`src/rtl/ahb_wait_slave_if.sv`:
```
// AHB-Lite bus bundle between one master/mux side and the wait-state responder.
// HREADY is the bus-wide ready returned by the mux and is driven from the master side.
interface ahb_wait_slave_if #(
  parameter int Width = 32
);
  logic             HSELx;
  logic [Width-1:0] HADDR;
  logic             HWRITE;
  logic [2:0]       HSIZE;
  logic [2:0]       HBURST;
  logic [1:0]       HTRANS;
  logic             HREADY;
  logic [Width-1:0] HWDATA;
  logic             HREADYOUT;
  logic             HRESP;
  logic [Width-1:0] HRDATA;

  modport master (
    output HSELx, HADDR, HWRITE, HSIZE, HBURST, HTRANS, HREADY, HWDATA,
    input  HREADYOUT, HRESP, HRDATA
  );

  modport slave (
    input  HSELx, HADDR, HWRITE, HSIZE, HBURST, HTRANS, HREADY, HWDATA,
    output HREADYOUT, HRESP, HRDATA
  );
endinterface

```
`src/rtl/ahb_wait_slave.sv`:
```
// AHB-Lite responder with a word-addressed register file, programmable wait states
// and the two-cycle ERROR response for misaligned, oversized or out-of-range transfers.
module ahb_wait_slave #(
  parameter int Width       = 32,
  parameter int DEPTH       = 16,
  parameter int WAIT_STATES = 1,
  parameter int OFFSET_BITS = 12
) (
  input logic             HCLK,
  input logic             HRESETn,
  ahb_wait_slave_if.slave bus
);
  localparam logic [2:0] S_IDLE = 3'd0;
  localparam logic [2:0] S_WAIT = 3'd1;
  localparam logic [2:0] S_DONE = 3'd2;
  localparam logic [2:0] S_ERR1 = 3'd3;
  localparam logic [2:0] S_ERR2 = 3'd4;

  localparam int IDX_W = OFFSET_BITS - 2;
  localparam int AW    = (DEPTH > 1) ? $clog2(DEPTH) : 1;

  logic [2:0]       r_state;
  logic [2:0]       w_nstate;
  logic [3:0]       r_cnt;
  logic [3:0]       w_ncnt;
  logic [AW-1:0]    r_idx;
  logic [1:0]       r_lane;
  logic [2:0]       r_size;
  logic             r_write;
  logic [Width-1:0] r_mem [DEPTH];

  logic             w_open;
  logic             w_accept;
  logic             w_size_ok;
  logic             w_range_ok;
  logic             w_legal;
  logic [IDX_W-1:0] w_idx;
  logic [3:0]       w_be;
  logic             w_unused;

  assign w_idx      = bus.HADDR[OFFSET_BITS-1:2];
  assign w_range_ok = (32'(w_idx) < 32'(DEPTH));
  assign w_legal    = w_size_ok & w_range_ok;
  assign w_unused   = ^{bus.HBURST, bus.HADDR[Width-1:OFFSET_BITS]};

  // Only states that drive HREADYOUT high can see a new address phase.
  assign w_open   = (r_state == S_IDLE) | (r_state == S_DONE) | (r_state == S_ERR2);
  assign w_accept = w_open & bus.HSELx & bus.HREADY & bus.HTRANS[1];

  always_comb begin
    case (bus.HSIZE)
      3'd0:    w_size_ok = 1'b1;
      3'd1:    w_size_ok = ~bus.HADDR[0];
      3'd2:    w_size_ok = (bus.HADDR[1:0] == 2'b00);
      default: w_size_ok = 1'b0;
    endcase
  end

  always_comb begin
    w_nstate = r_state;
    w_ncnt   = r_cnt;
    case (r_state)
      S_WAIT: begin
        w_ncnt = r_cnt - 4'd1;
        if (r_cnt <= 4'd1) w_nstate = S_DONE;
      end
      S_ERR1: w_nstate = S_ERR2;
      default: begin
        if (w_accept) begin
          if (!w_legal) begin
            w_nstate = S_ERR1;
          end else if (WAIT_STATES == 0) begin
            w_nstate = S_DONE;
          end else begin
            w_nstate = S_WAIT;
            w_ncnt   = 4'(WAIT_STATES);
          end
        end else begin
          w_nstate = S_IDLE;
        end
      end
    endcase
  end

  always_ff @(posedge HCLK or negedge HRESETn) begin
    if (!HRESETn) begin
      r_state <= S_IDLE;
      r_cnt   <= 4'd0;
    end else begin
      r_state <= w_nstate;
      r_cnt   <= w_ncnt;
    end
  end

  // Address-phase capture; only consumed in DONE, so it carries no reset.
  always_ff @(posedge HCLK) begin
    if (w_accept) begin
      r_idx   <= AW'(w_idx);
      r_lane  <= bus.HADDR[1:0];
      r_size  <= bus.HSIZE;
      r_write <= bus.HWRITE;
    end
  end

  always_comb begin
    case (r_size)
      3'd0:    w_be = 4'b0001 << r_lane;
      3'd1:    w_be = r_lane[1] ? 4'b1100 : 4'b0011;
      default: w_be = 4'b1111;
    endcase
  end

  // Write data arrives in the data phase, so the commit happens on the edge closing DONE.
  always_ff @(posedge HCLK or negedge HRESETn) begin
    if (!HRESETn) begin
      for (int i = 0; i < DEPTH; i++) r_mem[i] <= '0;
    end else if ((r_state == S_DONE) && r_write) begin
      for (int b = 0; b < 4; b++) begin
        if (w_be[b]) r_mem[r_idx][8*b +: 8] <= bus.HWDATA[8*b +: 8];
      end
    end
  end

  assign bus.HREADYOUT = (r_state != S_WAIT) && (r_state != S_ERR1);
  assign bus.HRESP     = (r_state == S_ERR1) || (r_state == S_ERR2);
  assign bus.HRDATA    = ((r_state == S_DONE) && !r_write) ? r_mem[r_idx] : '0;
endmodule

```
`src/flat_wrapper.sv`:
```
// flat-port wrapper written by rule: the top's interface ports become plain ports
module ahb_wait_slave_flat 
#(
  parameter int Width       = 32,
  parameter int DEPTH       = 16,
  parameter int WAIT_STATES = 1,
  parameter int OFFSET_BITS = 12
)
  (HCLK, HRESETn, bus_HSELx, bus_HADDR, bus_HWRITE, bus_HSIZE, bus_HBURST, bus_HTRANS, bus_HREADY, bus_HWDATA, bus_HREADYOUT, bus_HRESP, bus_HRDATA);
  ahb_wait_slave_if #(.Width(Width)) bus_i ();
  input logic HCLK;
  input logic HRESETn;
  input wire logic [$bits(bus_i.HSELx)-1:0] bus_HSELx;
  input wire logic [$bits(bus_i.HADDR)-1:0] bus_HADDR;
  input wire logic [$bits(bus_i.HWRITE)-1:0] bus_HWRITE;
  input wire logic [$bits(bus_i.HSIZE)-1:0] bus_HSIZE;
  input wire logic [$bits(bus_i.HBURST)-1:0] bus_HBURST;
  input wire logic [$bits(bus_i.HTRANS)-1:0] bus_HTRANS;
  input wire logic [$bits(bus_i.HREADY)-1:0] bus_HREADY;
  input wire logic [$bits(bus_i.HWDATA)-1:0] bus_HWDATA;
  output wire logic [$bits(bus_i.HREADYOUT)-1:0] bus_HREADYOUT;
  output wire logic [$bits(bus_i.HRESP)-1:0] bus_HRESP;
  output wire logic [$bits(bus_i.HRDATA)-1:0] bus_HRDATA;
  assign bus_i.HSELx = bus_HSELx;
  assign bus_i.HADDR = bus_HADDR;
  assign bus_i.HWRITE = bus_HWRITE;
  assign bus_i.HSIZE = bus_HSIZE;
  assign bus_i.HBURST = bus_HBURST;
  assign bus_i.HTRANS = bus_HTRANS;
  assign bus_i.HREADY = bus_HREADY;
  assign bus_i.HWDATA = bus_HWDATA;
  assign bus_HREADYOUT = bus_i.HREADYOUT;
  assign bus_HRESP = bus_i.HRESP;
  assign bus_HRDATA = bus_i.HRDATA;
  ahb_wait_slave #(.Width(Width), .DEPTH(DEPTH), .WAIT_STATES(WAIT_STATES), .OFFSET_BITS(OFFSET_BITS)) u_core (.HCLK(HCLK), .HRESETn(HRESETn), .bus(bus_i));
endmodule
```
`config.mk`:
```
export PLATFORM = sky130hd
export DESIGN_NAME = ahb_wait_slave_flat
export DESIGN_NICKNAME = d
export VERILOG_FILES = /design/src/rtl/ahb_wait_slave_if.sv /design/src/rtl/ahb_wait_slave.sv /design/src/flat_wrapper.sv
export SDC_FILE = /design/constraint.sdc
export NUM_CORES = 1
export LEC_CHECK = 0
export BUFFER_PORTS_ARGS = -buffer_cell sky130_fd_sc_hd__buf_2
export CORE_ASPECT_RATIO = 1.5
export CORE_MARGIN = 3
export CORE_UTILIZATION = 50
export CTS_BUF_LIST = sky130_fd_sc_hd__clkbuf_8
export DETAILED_ROUTE_END_ITERATION = 6
export MAX_ROUTING_LAYER = met4
export PLACE_DENSITY = 0.67
export SETUP_SLACK_MARGIN = 0.4
export SLEW_MARGIN = 30
export SYNTH_ARGS = -nofsm -noshare
export SYNTH_HDL_FRONTEND = slang
export SYNTH_SLANG_ARGS = --single-unit
```
`constraint.sdc`:
```
create_clock -name HCLK -period 2.3 [get_ports HCLK]
set_input_delay 0.46 -clock HCLK [delete_from_list [all_inputs] [get_ports HCLK]]
set_output_delay 0.46 -clock HCLK [all_outputs]
set_load 0.02 [all_outputs]
```
==> flow_summary.toml <==
[grt]
track_usage_pct = 25.1
grt_overflow = 0
grt_max_degree = 73
antenna_found_initial = 2
grt_pass1_vias = 16300
grt_pass1_wl_microns = 94500

[floorplan]
die_w_microns = 185
rows = 98
pin_count = 111
fp.dieH_microns = 275
die_area_sq_um = 51000
design.core.area_sq_um = 47700
start_util_pct = 50.6

[critical_path]
crit_path_start_kind = "register"
worstPathArrival_ns = 2.52
cp-end-kind = "primary output"
worstPathMaxFanout = 8
r2r-start = "u_core.r_state[2]"
crit_start = "u_core.r_idx[0]"
r2r_end = "u_core.r_mem[371]"
crit_type = "register to primary output"
reg2reg_slack_ns = 0.01
required_ns = 1.84
crit_end = "bus_HRDATA[20]"
reg2reg_depth = 8

[synth]
avgSynthCellArea_sq_um = 16.1
yosysUniqueCellTypes = 48
synth_most_common_cell = "dfrtp_1"
netlist.area_leader.share_pct = 53.8
syn_nets = 1581
ys_seq_area_share_pct = 55.1
yosysTopAreaCell = "dfrtp_1"
synth_area_sq_um = 24100
ys.flop_type = "dfrtp_1"
synthTopCellsByArea = "dfrtp_1 (54%), mux2_2 (24%), mux4_2 (12%)"
synthArstFlopShare_pct = 98.1
syn_inst = 1502
ys_ff_latch = 529
synth_commonest_cells = "dfrtp_1 (519), mux2_2 (512), mux4_2 (128), clkbuf_1 (48), buf_2 (36)"
synth-edff-count = 10
yosysWarnings = 0

[placed_design]
globalplace.congestion = 0.771
place_hpwl_microns = 38700
placed_area_sq_um = 27300
dp.cells = 2238
io_buffers = 86

[clock_tree]
root_buffer = "clkbuf_8"
clk_latency_ns = 0.67
cts_buffers = 83
cts.path.max_buffers = 3
path_clk_slew_ns = 0.06
numClockSinks = 529
htree_levels = 3
cts_tree = "yes"

[power_and_ir_drop]
total_power_mw = 22.8
powerDensity_nw_per_um2 = 720
ir_worst_vdd_v = 0.000567
p_leak_nw = 14.1

[final_layout]
fin_nets = 1866
stdcell_area_sq_um = 31700
fill_cells = 3284
utilization_pct = 66.4
layout-drive-gt1-share_pct = 65.5
syn2layout_area_growth_pct = 31.3
fin_cells = 2456

[routing]
dr.pass1.iters = 5
post_drt_wl_per_cell_microns = 25.2
totalWireLength_microns = 61900
vias = 14500
final_antenna_net_count = 0
via_per_inst = 5.92
initialDrtViolationCount = 783
drc = 0

[timing]
relSlewSlack_pct = 53.9
setup_ws_ns = -0.679
fin_crit_ns = 2.98
slew_viol_final = 0
period_share_pct = 130
max_slew.worst_pin.slew_ns = 0.689
hold_viol = 0
worst_clock_skew_ns = 0.0252
fmax_mhz = 336
setup_viol = 32
rsz0062_at_grt = "true"

[hold_path]
hold_path.class = "primary input to register"

[outcome]
violations = "negative setup slack"
status = "finished, violations left"

[job]
maxCapViolCount = 0
## layout make-up
type                    count  area (sq um)  area share, %
diodes                      2          5.00         0.0158
multi-input cells         867         12200           38.7
clock inverters            32           181          0.573
repair buffers            302          3530           11.2
well taps                 600           751           2.37
flip-flops and latches    529         13300           42.0
clock buffers             120          1650           5.22
inverters                   4          15.0         0.0474
## critical path, cell delays in order, from the launching register on
cell and delay (ns):
edfxtp_1 0.43, buf_6 0.18, buf_12 0.15, buf_12 0.14, mux4_2 0.50, a22oi_2 0.21
o21ai_2 0.09, buf_6 0.13
## cells by family after synthesis
logic type	share of synthesized area, %
and+or+nand+nor	3.50
AOI/OAI and AO/OA	2.16
buffers and inverters	1.94
xor gates and xnor gates	0.0363
adders and majority gates	0.104
DFF	55.1
muxes	37.2
## worst min path at each step
stage / from / end / slack (ns) / depth (start not counted)
2_1_floorplan: HRESETn / u_core.r_cnt[0] / 0.16 / 0
3_3_place_gp: HRESETn / u_core.r_mem[499] / 0.46 / 1
3_5_place_dp: HRESETn / u_core.r_mem[179] / 0.45 / 1
4_1_cts: bus_HWDATA[3] / u_core.r_mem[387] / 0.20 / 2
5_1_grt: bus_HWDATA[4] / u_core.r_mem[388] / 0.25 / 2
6_report: bus_HWDATA[3] / u_core.r_mem[387] / 0.25 / 2
## cells in the final DEF, fill, tap and decap left out, types with 33 or more instances in the layout
cell type and n:
buf_12 70, buf_4 72, mux2_2 218, nor3_4 33, buf_2 61, mux2_4 294
buf_6 68, dfrtp_1 518, mux4_2 128, clkbuf_8 120
## metal layers
metal  GRT usage (%)  vias up  share of wire, %
li1                -     6268                 -
met1            30.8     7888                41
met2            43.0      283                53
met3            3.86      105               3.6
met4            8.06        0               2.6
met5               -        -                 0
## flip-flops by register name, summed over array words and instances (netlist names)
signal and flops:
u_core.r_cnt 4, u_core.r_mem 512, u_core.r_state 3, u_core.r_write 1, u_core.r_size 3, u_core.r_idx 4
u_core.r_lane 2
## power by group
group	total [mW]	internal (mW)	switching, mW
registers	10.9	10.4	0.564
clock network	8.52	4.82	3.71
logic	3.34	2.02	1.32
## timing repair
action                     CTS  global route
setup endpoints to repair  481           547
hold endpoints to repair    45             0
pin swaps                   20            35
cloned                       3             2
hold buffers                11             0
resized for setup          195           294
buffers inserted            25            23
## through the flow
stage	hold WS, ns	setup slack (ns)	TNS [ns]
floorplan	0.164	0.269	0
global placement	0.458	-0.0128	-0.0370
detailed placement	0.451	-0.0579	-0.731
CTS	0.200	-0.721	-21.71
global route	0.252	-0.780	-25.28
finish	0.251	-0.679	-20.11
Note: power is estimated with default switching activity, not from simulation.
